File: src/rtl/seq_restoring_divider.sv
// Multi-cycle unsigned restoring divider, one quotient bit per clock.
// Each iteration does a WIDTH+1-bit trial subtraction on a ripple chain of
// subtractor cells (R + ~D with borrow-in 1); the carry out of the last cell
// is the "no borrow" flag that selects the new partial remainder.
//
// Ports:
//   clk          clock, all state updates on rising edge
//   rst          synchronous reset, active-high, overrides all other inputs
//   start        request, sampled only in IDLE
//   dividend     numerator, captured on accepted start
//   divisor      denominator, captured on accepted start
//   busy         high during the WIDTH iteration cycles
//   done         one-cycle pulse, results valid
//   quotient     result, held until the next completion
//   remainder    result, held until the next completion
//   div_by_zero  divisor was zero, valid with done
//
// Optional feature: define DIVZERO_TRAP_EN to short-circuit a zero divisor
// straight from IDLE to DONE and raise div_by_zero. Without it a zero divisor
// runs the normal iteration and div_by_zero is tied low.

module seq_restoring_divider #(
    parameter int unsigned WIDTH = 8
) (
    input  logic             clk,
    input  logic             rst,
    input  logic             start,
    input  logic [WIDTH-1:0] dividend,
    input  logic [WIDTH-1:0] divisor,
    output logic             busy,
    output logic             done,
    output logic [WIDTH-1:0] quotient,
    output logic [WIDTH-1:0] remainder,
    output logic             div_by_zero
);

    localparam int unsigned CW = $clog2(WIDTH + 1);

    typedef enum logic [1:0] {
        S_IDLE = 2'd0,
        S_RUN  = 2'd1,
        S_DONE = 2'd2
    } state_t;

    state_t           state;
    state_t           state_next;
    logic [WIDTH-1:0] d_reg;
    logic [WIDTH-1:0] r_reg;
    logic [WIDTH-1:0] q_reg;
    logic [CW-1:0]    count;

    logic [WIDTH:0]   r_sh;
    logic [WIDTH:0]   d_inv;
    logic [WIDTH:0]   diff;
    logic [WIDTH+1:0] carry;
    logic             no_borrow;
    logic [WIDTH-1:0] r_next;
    logic [WIDTH-1:0] q_next;
    logic             last_iter;
    logic             zero_trap;
    logic             unused_diff_msb;

    // Shift {R,Q} left by one and ripple R - {0,D} through the subtractor cells.
    always_comb begin
        r_sh     = {r_reg, q_reg[WIDTH-1]};
        d_inv    = ~{1'b0, d_reg};
        carry    = '0;
        diff     = '0;
        carry[0] = 1'b1;
        for (int i = 0; i <= int'(WIDTH); i++) begin
            diff[i]    = r_sh[i] ^ d_inv[i] ^ carry[i];
            carry[i+1] = (r_sh[i] & d_inv[i]) | (carry[i] & (r_sh[i] ^ d_inv[i]));
        end
    end

    // A successful trial leaves diff < D, so its top bit is always zero.
    assign no_borrow       = carry[WIDTH+1];
    assign unused_diff_msb = diff[WIDTH];
    assign r_next          = no_borrow ? diff[WIDTH-1:0] : r_sh[WIDTH-1:0];
    assign q_next          = {q_reg[WIDTH-2:0], no_borrow};
    assign last_iter       = (count == CW'(1));

`ifdef DIVZERO_TRAP_EN
    assign zero_trap = (divisor == '0);
`else
    assign zero_trap = 1'b0;
`endif

    // Next-state logic.
    always_comb begin
        state_next = state;
        case (state)
            S_IDLE: begin
                if (start) begin
                    state_next = zero_trap ? S_DONE : S_RUN;
                end
            end
            S_RUN: begin
                if (last_iter) begin
                    state_next = S_DONE;
                end
            end
            S_DONE:  state_next = S_IDLE;
            default: state_next = S_IDLE;
        endcase
    end

    // State register.
    always_ff @(posedge clk) begin
        if (rst) begin
            state <= S_IDLE;
        end else begin
            state <= state_next;
        end
    end

    // Datapath and registered outputs.
    always_ff @(posedge clk) begin
        if (rst) begin
            d_reg     <= '0;
            r_reg     <= '0;
            q_reg     <= '0;
            count     <= '0;
            busy      <= 1'b0;
            done      <= 1'b0;
            quotient  <= '0;
            remainder <= '0;
        end else begin
            busy <= (state_next == S_RUN);
            done <= (state_next == S_DONE);
            case (state)
                S_IDLE: begin
                    if (start) begin
                        d_reg <= divisor;
                        r_reg <= '0;
                        q_reg <= dividend;
                        count <= CW'(WIDTH);
                        if (zero_trap) begin
                            quotient  <= '1;
                            remainder <= dividend;
                        end
                    end
                end
                S_RUN: begin
                    r_reg <= r_next;
                    q_reg <= q_next;
                    count <= count - CW'(1);
                    if (last_iter) begin
                        quotient  <= q_next;
                        remainder <= r_next;
                    end
                end
                default: ;
            endcase
        end
    end

`ifdef DIVZERO_TRAP_EN
    // Flag set by a trapped start, cleared by any other accepted start.
    always_ff @(posedge clk) begin
        if (rst) begin
            div_by_zero <= 1'b0;
        end else if (state == S_IDLE && start) begin
            div_by_zero <= zero_trap;
        end
    end
`else
    assign div_by_zero = 1'b0;
`endif

endmodule

File: config.mk
export PLATFORM = sky130hd
export DESIGN_NAME = seq_restoring_divider
export DESIGN_NICKNAME = d
export VERILOG_FILES = /design/src/rtl/seq_restoring_divider.sv
export SDC_FILE = /design/constraint.sdc
export NUM_CORES = 1
export LEC_CHECK = 0
export BUFFER_PORTS_ARGS = -buffer_cell sky130_fd_sc_hd__buf_2
export CELL_PAD_IN_SITES_DETAIL_PLACEMENT = 1
export CELL_PAD_IN_SITES_GLOBAL_PLACEMENT = 1
export CORE_MARGIN = 2
export CORE_UTILIZATION = 44
export CTS_BUF_LIST = sky130_fd_sc_hd__clkbuf_8
export CTS_CLUSTER_DIAMETER = 40
export DETAILED_ROUTE_END_ITERATION = 12
export GPL_TIMING_DRIVEN = 0
export PLACE_DENSITY_LB_ADDON = 0.05
export SLEW_MARGIN = 40
export SYNTH_ARGS = -nofsm -noshare
export SYNTH_HDL_FRONTEND = slang
export SYNTH_SLANG_ARGS = --single-unit
File: constraint.sdc
create_clock -name clk -period 5.35 [get_ports clk]
set_clock_uncertainty 0.2 [all_clocks]
set_input_delay 1.07 -clock clk [delete_from_list [all_inputs] [get_ports clk]]
set_output_delay 1.07 -clock clk [all_outputs]
set_load 0.03 [all_outputs]
## Word level (Yosys, flattened, before mapping)

Cells that the tools add are included.

- Word-level logic and storage cells: 74
- Register bits: 48
- Bits of input ports: 19

- Bitwise operators: 44
- Reduce and logical (&&, ||, !) cells: 5
- Multiplexer cells: 10
- Equal/unequal tests: 5
- $add $sub $neg: 1

Operator list:

| operator | count |
|---|---|
| 8-bit one-hot mux with 2 select lines | 2 |
| 8-bit 2-to-1 mux | 3 |
| 1-bit AND | 17 |
| 1-bit bitwise XOR | 16 |
| 8-bit NOT with 9-bit output | 1 |
| 1-bit OR | 9 |
| 4-bit one-hot mux with 2 select lines | 1 |
| 2-bit AND reduction | 3 |
| 2-bit by 1-bit equality test with 1-bit output, second input constant | 2 |
| 4-bit by 1-bit equality test with 1-bit output, second input constant | 1 |
| 2-bit 2-to-1 mux | 2 |
| 4-bit 2-to-1 mux | 1 |
| 2-bit one-hot mux with 2 select lines | 1 |
| 4-bit by 1-bit subtractor with 4-bit output, second input constant | 1 |
| 2-bit equality test, second input constant | 1 |
| 2-bit logical NOT | 1 |
| 2-bit inequality test, second input constant | 1 |
| 2-bit nonzero test | 1 |
| 1-bit NOT | 1 |

## Depth between registers and ports, before layout

Gate-level depths: netlist of run 1.

- Depth after elaboration: 21
- Depth in mapped cells: 17
- Depth with buffers taken out: 16

## Worst setup path before layout of run 1

No wires, ideal clock.

- Path kind: reg2reg
- Start point: reg q_reg[7]
- End point: reg r_reg[5]
- Setup slack: 1.562 ns
- Buffers on the path: 0
- Cell stages (with the launch flop): 17
- Arrival time: 3.471 ns
- Required time: 5.033 ns
- Path through: dfxtp_1 > inv_1 > ha_1 > inv_1 > fa_1 > fa_1 > fa_1 > fa_1 > inv_1 > fa_1 > inv_1 > fa_1 > inv_1 > fa_1 > nor2b_1 > nand2_1 > a32o_1

- Cells in the longest elaborated chain, start to end: 20
- Elaborated cells between the ends (all ways): 22
- Those cells by class: mux (2); bitwise (20)

Ends and longest elaborated chain:

| item | RTL line | text |
|---|---|---|
| from (decl) | 49 | `logic [WIDTH-1:0] q_reg;` |
| from (signal assigned) | 136 | `q_reg <= dividend;` |
| from (signal assigned) | 146 | `q_reg <= q_next;` |
| 1-bit AND / 1-bit bitwise XOR (equally long branches) | 72 | `carry[i+1] = (r_sh[i] & d_inv[i]) \| (carry[i] & (r_sh[i] ^ d_inv[i]));` |
| 1-bit OR (*) | 72 |  |
| 1-bit AND (*) | 72 |  |
| 1-bit OR (*) | 72 |  |
| 1-bit AND (*) | 72 |  |
| 1-bit OR (*) | 72 |  |
| 1-bit AND (*) | 72 |  |
| 1-bit OR (*) | 72 |  |
| (+4 left out) | - |  |
| 1-bit AND | 72 |  |
| 1-bit OR | 72 |  |
| 1-bit AND | 72 |  |
| 1-bit OR | 72 |  |
| 1-bit AND | 72 |  |
| 1-bit OR | 72 |  |
| 8-bit 2-to-1 mux (*) | 79 | `assign r_next = no_borrow ? diff[WIDTH-1:0] : r_sh[WIDTH-1:0];` |
| 8-bit one-hot mux with 2 select lines (*) | 131 | `case (state)` |
| to (signal assigned) | 145 | `r_reg <= r_next;` |
| to (decl) | 48 | `logic [WIDTH-1:0] r_reg;` |

Every way passes the cells marked *; elsewhere a longest branch is shown, timed or not.
A chain may end at the register's enable or synchronous reset.

## Worst setup path after layout of run 1

Same ends and word-level chain as after synthesis.

==> impl_metrics.json, run 1 <==
{
  "run_status": "finished clean",
  "track_usage_pct": 21.8,
  "postSynthCellCount": 229,
  "power.density_nw_per_um2": 317,
  "design_area_um2": 2530,
  "seq_area_frac_synth_pct": 43.9,
  "synth_top_family_by_area": "compound AO/OA/AOI/OAI gates",
  "slew_violations": 0,
  "vias_per_cell": 5.26,
  "cts.sinks": 48,
  "port-buffer-count": 36,
  "grt_max_degree": 14,
  "setup_viol_count_final": 0,
  "drt_iter0_markers": 60,
  "worst-path-buf-inv": 5,
  "critPathCapture": "r_reg[5]",
  "clk_pin_slew_ns": 0.09,
  "ant_nets": 0,
  "synth_edf_count": 0,
  "finalCritPeriodShare_pct": 80.4,
  "final_layout_size_suffix_gt1_share_pct": 23.9,
  "core_area_um2": 4750,
  "ys_top_cells_by_area": "dfxtp_1, mux2i_1, fa_1, a21oi_1, nor2_1",
  "fp.dieH_um": 74.5,
  "drv_cap": 0,
  "dp.cells": 332,
  "grt_overflow": 0,
  "postPlaceCellArea_um2": 2450,
  "cts-buffers-inserted": 5,
  "postLayoutCoreUtil_pct": 53.2,
  "ys_ff_latch": 48,
  "postSynthAreaPerCell_um2": 9.55,
  "grt_pass1_vias": 1767,
  "rows": 25,
  "worstSetupStartpoint": "q_reg[7]",
  "die_w_um": 74.5,
  "fmax_mhz": 232,
  "ys_warn_count": 0,
  "whs_ns": 0.276,
  "layout.nets": 301,
  "cpMostUsedCell": "fa_1",
  "synth-xor-area-share_pct": 0.400,
  "cp_num_cells": 16,
  "antenna_found_initial": 0,
  "yosys-top-cells-count": "dfxtp_1, a21oi_1, nor2_1",
  "crit_slowest_cell": "nor2b_1",
  "cts_resized": 0,
  "cp_slowest_stage_delay_ns": 0.49,
  "cp.arrival_ns": 4.30,
  "first_pass_iters": 4,
  "synth_compound_area_share_pct": 20.4,
  "synth_area_um2": 2190,
  "fillerInstances": 583,
  "io_pins": 38,
  "reg2reg_slack_ns": 1.05,
  "hold_path.class": "register to register",
  "slew_headroom_pct": 57.0,
  "final_cells": 339,
  "end_kind": "register",
  "cp.required_ns": 5.34,
  "drc": 0,
  "start_util_pct": 46.0,
  "leakage_nw": 1.10,
  "gp_congestion": 0.750,
  "ys_types": 37,
  "r2r-start": "q_reg[7]",
  "synth.top_cell.area_share_pct": 43.9,
  "fin_tns_setup_ns": 0,
  "synthFlopType": "dfxtp_1",
  "synth-simple-area-share_pct": 12.8,
  "cts-root-buf": "clkbuf_8",
  "p_total_mw": 0.802,
  "worst_slew_pin_slew_ns": 0.642,
  "vdd_ir_drop_max_mv": 0.187,
  "cp_top_family": "adder cells",
  "grt_pass1_wl_mm": 9.11,
  "synth.area.mux_share_pct": 7.32,
  "wirelength_mm": 5.46,
  "n_antenna_cell": 0,
  "worstSetupPathType": "register to register",
  "post_cts_buffers": 0,
  "cp_max_fo": 6,
  "hold_buffers": 0,
  "synthArstFlopShare_pct": 0,
  "cts_tree": "yes",
  "synth_area_leader_cell": "dfxtp_1",
  "finalHoldViolCount": 0,
  "post-route-min-period_ns": 4.30,
  "dp_slack_ns": 1.06,
  "synth_nets": 258,
  "synth_fa_ha_area_share_pct": 8.12,
  "reg2regPathDepth": 16,
  "vias": 1783,
  "synth_most_common_cell": "dfxtp_1",
  "area_growth_pct": 15.6,
  "clockBufferDepth": 2,
  "crit_path_start_kind": "register",
  "post-route-worst-setup-slack_ns": 1.05,
  "die-area_um2": 5550,
  "post_drt_wl_per_cell_um": 16.1,
  "rsz0062_at_grt": "false",
  "htreeDepth": 2,
  "dpl.hpwl_mm": 4.08,
  "path_cells": "inv_1, ha_1, inv_1, fa_1, fa_1, fa_1, fa_1, inv_1, fa_1, inv_1, fa_1, inv_1, fa_1, nor2b_1, nand2_1, a32o_1",
  "reg2reg_to": "r_reg[5]",
  "clk_latency_ns": 0.29
}
## how the worst min path moves through the flow
stage	depth (start not counted)	startpoint	slack [ns]	end
finish	2	quotient[4]	0.28	quotient[4]
global route	2	quotient[3]	0.30	quotient[3]
CTS	2	quotient[3]	0.28	quotient[3]
detailed placement	1	r_reg[4]	0.26	r_reg[4]
global placement	1	r_reg[4]	0.25	r_reg[4]
floorplan	1	r_reg[4]	0.23	r_reg[4]
## cell families after synthesis
group | Yosys count
and+or+nand+nor | 55
xor gates and xnor gates | 1
adders and majority gates | 10
muxes | 16
AOI/OAI and AO/OA | 65
other | 1
buffers and inverters | 33
DFF | 48
## power by group
| group | total (mW) | switching (mW) | internal (mW) |
|---|---|---|---|
| sequential | 0.399 | 0.0186 | 0.381 |
| combinational | 0.198 | 0.120 | 0.0778 |
| clock | 0.204 | 0.117 | 0.0873 |
| total | 0.802 | 0.256 | 0.546 |
## final cells by class
| type | instances | area (µm²) | area share (%) |
|---|---|---|---|
| Multi-Input combinational cell | 148 | 1080 | 42.6 |
| Sequential cell | 48 | 961 | 38.0 |
| Timing Repair Buffer | 36 | 180 | 7.13 |
| Buffer | 17 | 90.1 | 3.56 |
| Tap cell | 67 | 83.8 | 3.32 |
| Clock buffer | 5 | 68.8 | 2.72 |
| Inverter | 16 | 60.1 | 2.38 |
| Clock inverter | 2 | 8.76 | 0.346 |
## per-layer routing
metal / vias to the layer above / share of wire (%) / track usage, %
met3: 10 / 2.7 / 4.74
li1: 885 / - / -
met5: - / 0 / 0
met4: 0 / 1.5 / 5.95
met1: 859 / 45 / 27.1
met2: 29 / 51 / 38.1
## cell usage in the layout (no fill, tap or decap), types with 2 or more instances in the layout
master	netlist	routed
o211a_1	3	3
nand3_1	7	7
nor2b_1	5	5
nor3_1	4	4
inv_1	16	17
a32o_1	2	2
fa_1	7	7
a211oi_1	8	8
ha_1	3	3
clkbuf_1	5	5
nand2_1	9	9
nor3b_1	2	2
mux2i_1	16	16
buf_4	2	2
o221a_2	4	4
a31o_2	2	2
nor2_1	20	20
o2bb2ai_1	6	6
clkbuf_8	0	5
a21oi_1	23	23
o21ai_0	11	11
nand2b_1	3	3
dfxtp_1	48	48
buf_2	9	45
## worst register-to-register path, cell delays in order, from the launching register on
cell and delay, ns:
dfxtp_1 0.32, inv_1 0.07, ha_1 0.14, inv_1 0.05, fa_1 0.38, fa_1 0.39, fa_1 0.39, fa_1 0.36
inv_1 0.08, fa_1 0.16, inv_1 0.05, fa_1 0.36, inv_1 0.08, fa_1 0.20, nor2b_1 0.49, nand2_1 0.19
a32o_1 0.29
(Power assumes the default switching activity.)
==> inputs of run 2 (changes only) <==
ABC_AREA = 1   (was not set)
CORE_UTILIZATION = 41   (was 44)
clock period = 4.34 ns   (was 5.35 ns; I/O delays follow)
==> impl_metrics.json, run 2 <==
{
  "dp_slack_ns": 0.0887,
  "finalCritPeriodShare_pct": 94.5,
  "fmax_mhz": 244,
  "synth_nets": 303,
  "worst_slew_pin_slew_ns": 0.586,
  "area_growth_pct": 17.2,
  "n_antenna_cell": 0,
  "ys_warn_count": 0,
  "rows": 26,
  "grt_max_degree": 14,
  "die_w_um": 75.6,
  "post_drt_wl_per_cell_um": 13.5,
  "cts.sinks": 48,
  "dp.cells": 379,
  "cts_tree": "yes",
  "synth.top_cell.area_share_pct": 45.7,
  "synth_area_um2": 2100,
  "post-route-worst-setup-slack_ns": 0.238,
  "final_layout_size_suffix_gt1_share_pct": 19.5,
  "setup_viol_count_final": 0,
  "final_cells": 388,
  "postSynthAreaPerCell_um2": 7.68,
  "crit_path_start_kind": "register",
  "grt_pass1_wl_mm": 8.69,
  "start_util_pct": 41.7,
  "postSynthCellCount": 274,
  "p_total_mw": 0.983,
  "synth_edf_count": 0,
  "finalHoldViolCount": 0,
  "drv_cap": 0,
  "cts-buffers-inserted": 5,
  "synthArstFlopShare_pct": 0,
  "fp.dieH_um": 75.6,
  "io_pins": 38,
  "fillerInstances": 667,
  "grt_pass1_vias": 1902,
  "final_cell_mix": "nand2_1, dfxtp_1, buf_2, inv_1, nor2_1",
  "slew_headroom_pct": 61.0,
  "end_kind": "register",
  "core_area_um2": 5040,
  "fin_tns_setup_ns": 0,
  "power.density_nw_per_um2": 399,
  "track_usage_pct": 20.5,
  "layout.nets": 347,
  "ys_types": 23,
  "synthFlopType": "dfxtp_1",
  "slew_violations": 0,
  "die-area_um2": 5720,
  "cp_max_fo": 10,
  "ys_top_cells_by_area": "dfxtp_1, nand2_1, fa_1, a21oi_1, o21ai_0",
  "synth_most_common_cell": "nand2_1",
  "clk_pin_slew_ns": 0.08,
  "synth_area_leader_cell": "dfxtp_1",
  "ant_nets": 0,
  "vias_per_cell": 4.81,
  "cts-root-buf": "clkbuf_8",
  "ys_ff_latch": 48,
  "vias": 1867,
  "clockBufferDepth": 2,
  "cp.required_ns": 4.34,
  "port-buffer-count": 35,
  "layout.cells.most_common": "nand2_1",
  "vdd_ir_drop_max_mv": 0.217,
  "gp_congestion": 0.793,
  "drc": 0,
  "cp.arrival_ns": 4.10,
  "run_status": "finished clean",
  "htreeDepth": 2,
  "drt_iter0_markers": 44,
  "first_pass_iters": 4,
  "leakage_nw": 1.13,
  "clk_latency_ns": 0.30,
  "hold_buffers": 0,
  "wirelength_mm": 5.26,
  "post-route-min-period_ns": 4.10,
  "hold_path.class": "register to register",
  "worstSetupPathType": "register to register",
  "grt_overflow": 0,
  "antenna_found_initial": 0,
  "seq_area_frac_synth_pct": 45.7,
  "yosys-top-cells-count": "nand2_1, dfxtp_1, inv_1, nor2_1, a21oi_1",
  "dpl.hpwl_mm": 3.94
}
==> run 2: cell types whose count changed after synthesis, moves of 6 or more <==
cell,before,now
nand2_1,9,70
o2bb2ai_1,6,0
a211oi_1,8,0
o21ai_0,11,20
inv_1,16,26
nor2_1,20,26
mux2i_1,16,0
==> run 2: timing repair <==
| item | 4_1_cts | 5_1_grt |
|---|---|---|
| setup buffers | 0 | 2 |
| resized for setup | 0 | 4 |
| setup endpoints to repair | 0 | 16 |
==> run 2: cell families (layout without fill, tap and decap cells) <==
family	count (synthesis)	count (layout)	synth area share (%)
other	1	1	0.178
buffers and inverters	43	87	8.38
adders and majority gates	10	10	8.44
DFF	48	48	45.7
AOI/OAI and AO/OA	58	58	15.2
and+or+nand+nor	114	114	22.2
==> run 2: path summary, 6_finish.rpt <==
check,slack [ns],cells after the start,end,from
worst min-delay path,0.26,2,remainder[6],remainder[6]
worst max-delay path,0.24,19,remainder[2],q_reg[7]
worst min register to register,0.26,2,remainder[6],remainder[6]
worst max register to register,0.24,19,remainder[2],q_reg[7]
==> run 2: where the power goes <==
group          internal (mW)  switching [mW]
combinational         0.0879           0.154
clock                  0.107           0.143
sequential             0.471          0.0202
total                  0.666           0.317
==> run 2: layout make-up <==
type,count,area (µm²),share of cell area [%]
buffer,13,66.3,2.69
clock buffer,5,68.8,2.79
clock inverter,2,8.76,0.355
inverter,30,113,4.56
multi-input combinational,183,972,39.4
sequential,48,961,38.9
tap,70,87.6,3.55
timing repair buffer,37,190,7.71
==> run 2: per-stage QoR <==
step           area (µm²)  utilization (%)  hold slack [ns]
2_1_floorplan        2100                -            0.244
3_3_place_gp         2370             46.9            0.249
3_5_place_dp         2370             46.9            0.253
4_1_cts              2440             48.5            0.266
5_1_grt              2470             48.9            0.288
6_report             2470             48.9            0.261
==> run 2: worst max-delay path, cell delays in order, from the launching register on <==
cell      delay [ns]
dfxtp_1         0.34
inv_1           0.06
ha_1            0.13
inv_1           0.05
fa_1            0.38
fa_1            0.41
fa_1            0.40
fa_1            0.36
inv_1           0.08
fa_1            0.16
inv_1           0.05
fa_1            0.35
inv_1           0.09
fa_2            0.24
nand2_2         0.11
clkbuf_4        0.22
o21ai_0         0.18
nand2_1         0.08
nand2_1         0.07
nor2_1          0.04
==> run 2: per-layer routing <==
layer / GRT usage, % / vias to the layer above / part of all wire, %
met5: 0 / - / 0
met4: 7.60 / 0 / 1.6
met3: 3.57 / 6 / 2.1
met2: 35.7 / 25 / 51
met1: 25.3 / 882 / 45
li1: - / 954 / -
==> inputs of run 3 (changes only) <==
CORE_UTILIZATION = 34   (was 41)
==> impl_metrics.json, run 3 (same netlist as run 2, synthesis figures left out) <==
{
  "port-buffer-count": 35,
  "crit_path_start_kind": "register",
  "run_status": "finished clean",
  "area_growth_pct": 16.9,
  "n_antenna_cell": 0,
  "die-area_um2": 6840,
  "clk_latency_ns": 0.30,
  "design_area_um2": 2460,
  "finalCritPeriodShare_pct": 94.8,
  "post_cts_buffers": 0,
  "cts_resized": 0,
  "post-route-min-period_ns": 4.11,
  "vdd_ir_drop_max_mv": 0.173,
  "post-route-worst-setup-slack_ns": 0.228,
  "rsz0062_at_grt": "true",
  "vias": 1822,
  "drc": 0,
  "start_util_pct": 35.3,
  "drv_cap": 0,
  "hold_buffers": 0,
  "gp_congestion": 0.724,
  "htreeDepth": 2,
  "layout.cells.most_common": "nand2_1",
  "ant_nets": 0,
  "postPlaceCellArea_um2": 2370,
  "end_kind": "register",
  "cts.sinks": 48,
  "combinationalPowerShare_pct": 23.7,
  "fmax_mhz": 243,
  "cp.arrival_ns": 4.12,
  "wirelength_mm": 5.27,
  "final_cell_mix": "nand2_1, dfxtp_1, buf_2, inv_1, nor2_1",
  "cp.required_ns": 4.34,
  "power.density_nw_per_um2": 400,
  "first_pass_iters": 4,
  "antenna_found_initial": 0,
  "clk_pin_slew_ns": 0.09,
  "cp_max_fo": 10,
  "grt_max_degree": 15,
  "cts_tree": "yes",
  "io_pins": 38,
  "grt_overflow": 0,
  "leakage_nw": 1.11,
  "clkPwrFrac_pct": 26.4,
  "hold_path.class": "register to register",
  "layout.nets": 345,
  "post_drt_wl_per_cell_um": 13.5,
  "worst_slew_pin_slew_ns": 0.534,
  "p_switching_mw": 0.324,
  "clockBufferDepth": 2,
  "switching_share_pct": 32.9,
  "fillerInstances": 783,
  "slew_headroom_pct": 64.4,
  "dp_slack_ns": 0.0780,
  "rows": 28,
  "slew_violations": 0,
  "core_area_um2": 5960,
  "worstSetupPathType": "register to register",
  "die_w_um": 82.7,
  "finalHoldViolCount": 0,
  "vias_per_cell": 4.66,
  "final_layout_size_suffix_gt1_share_pct": 19.3,
  "track_usage_pct": 17.2,
  "grt_pass1_vias": 1868,
  "dpl.hpwl_mm": 4.05,
  "setup_viol_count_final": 0,
  "fp.dieH_um": 82.7,
  "drt_iter0_markers": 49,
  "power_frac_seq_pct": 49.9,
  "cts-buffers-inserted": 5,
  "p_int_mw": 0.661,
  "grt_pass1_wl_mm": 8.75,
  "cts-root-buf": "clkbuf_8"
}
run 3: per-stage QoR:
step                      utilization [%]  power [mW]  hold slack (ns)  std cells  setup TNS, ns
after global routing                 41.3        1.06            0.289        391        -0.0346
after detailed placement             39.9       0.736            0.251        384              0
after global placement               39.9       0.730            0.248        384              0
after CTS                            41.2       0.997            0.265        391              0
after floorplan                         -       0.663            0.244        274              0
final                                41.3       0.985            0.261        391              0
run 3: critical path: stages (launching register included):
cell and delay, ns:
dfxtp_1 0.34, inv_1 0.06, ha_1 0.13, inv_1 0.05, fa_1 0.37, fa_1 0.41, fa_1 0.41, fa_1 0.38
inv_1 0.08, fa_1 0.16, inv_1 0.05, fa_1 0.35, inv_1 0.08, fa_2 0.25, nand2_2 0.13, buf_2 0.22
o21ai_1 0.16, nand2_1 0.07, nand2_1 0.06, nor2_1 0.04
run 3: final timing paths:
| kind | startpoint | endpoint | slack, ns | cells past startpoint |
|---|---|---|---|---|
| max | q_reg[7] | remainder[0] | 0.23 | 19 |
| min | remainder[5] | remainder[5] | 0.26 | 2 |
| max reg2reg | q_reg[7] | remainder[0] | 0.23 | 19 |
| min reg2reg | remainder[5] | remainder[5] | 0.26 | 2 |
run 3: power by group through the flow:
stage | sequential (mW) | clock, mW | combinational, mW
4_1_cts | 0.492 | 0.270 | 0.235
3_5_place_dp | 0.502 | 0 | 0.234
2_1_floorplan | 0.508 | 0 | 0.155
6_report | 0.491 | 0.260 | 0.233
5_1_grt | 0.496 | 0.287 | 0.273
3_3_place_gp | 0.502 | 0 | 0.229
run 3: layer usage:
metal / share of wire [%] / global-route usage, % / up-vias
li1: - / - / 949
met1: 48 / 22.1 / 843
met2: 48 / 29.4 / 25
met3: 2.8 / 3.70 / 5
met4: 0.91 / 4.43 / 0
met5: 0 / 0 / -
run 3: cell type report:
class	instances	area (µm²)	share of cell area [%]
plain buffers	13	63.8	2.59
clock buffers	5	68.8	2.80
clock inverters	2	12.5	0.509
inverters	30	113	4.58
multi-input cells	183	972	39.5
flip-flops and latches	48	961	39.1
well taps	75	93.8	3.81
repair buffers	35	175	7.12
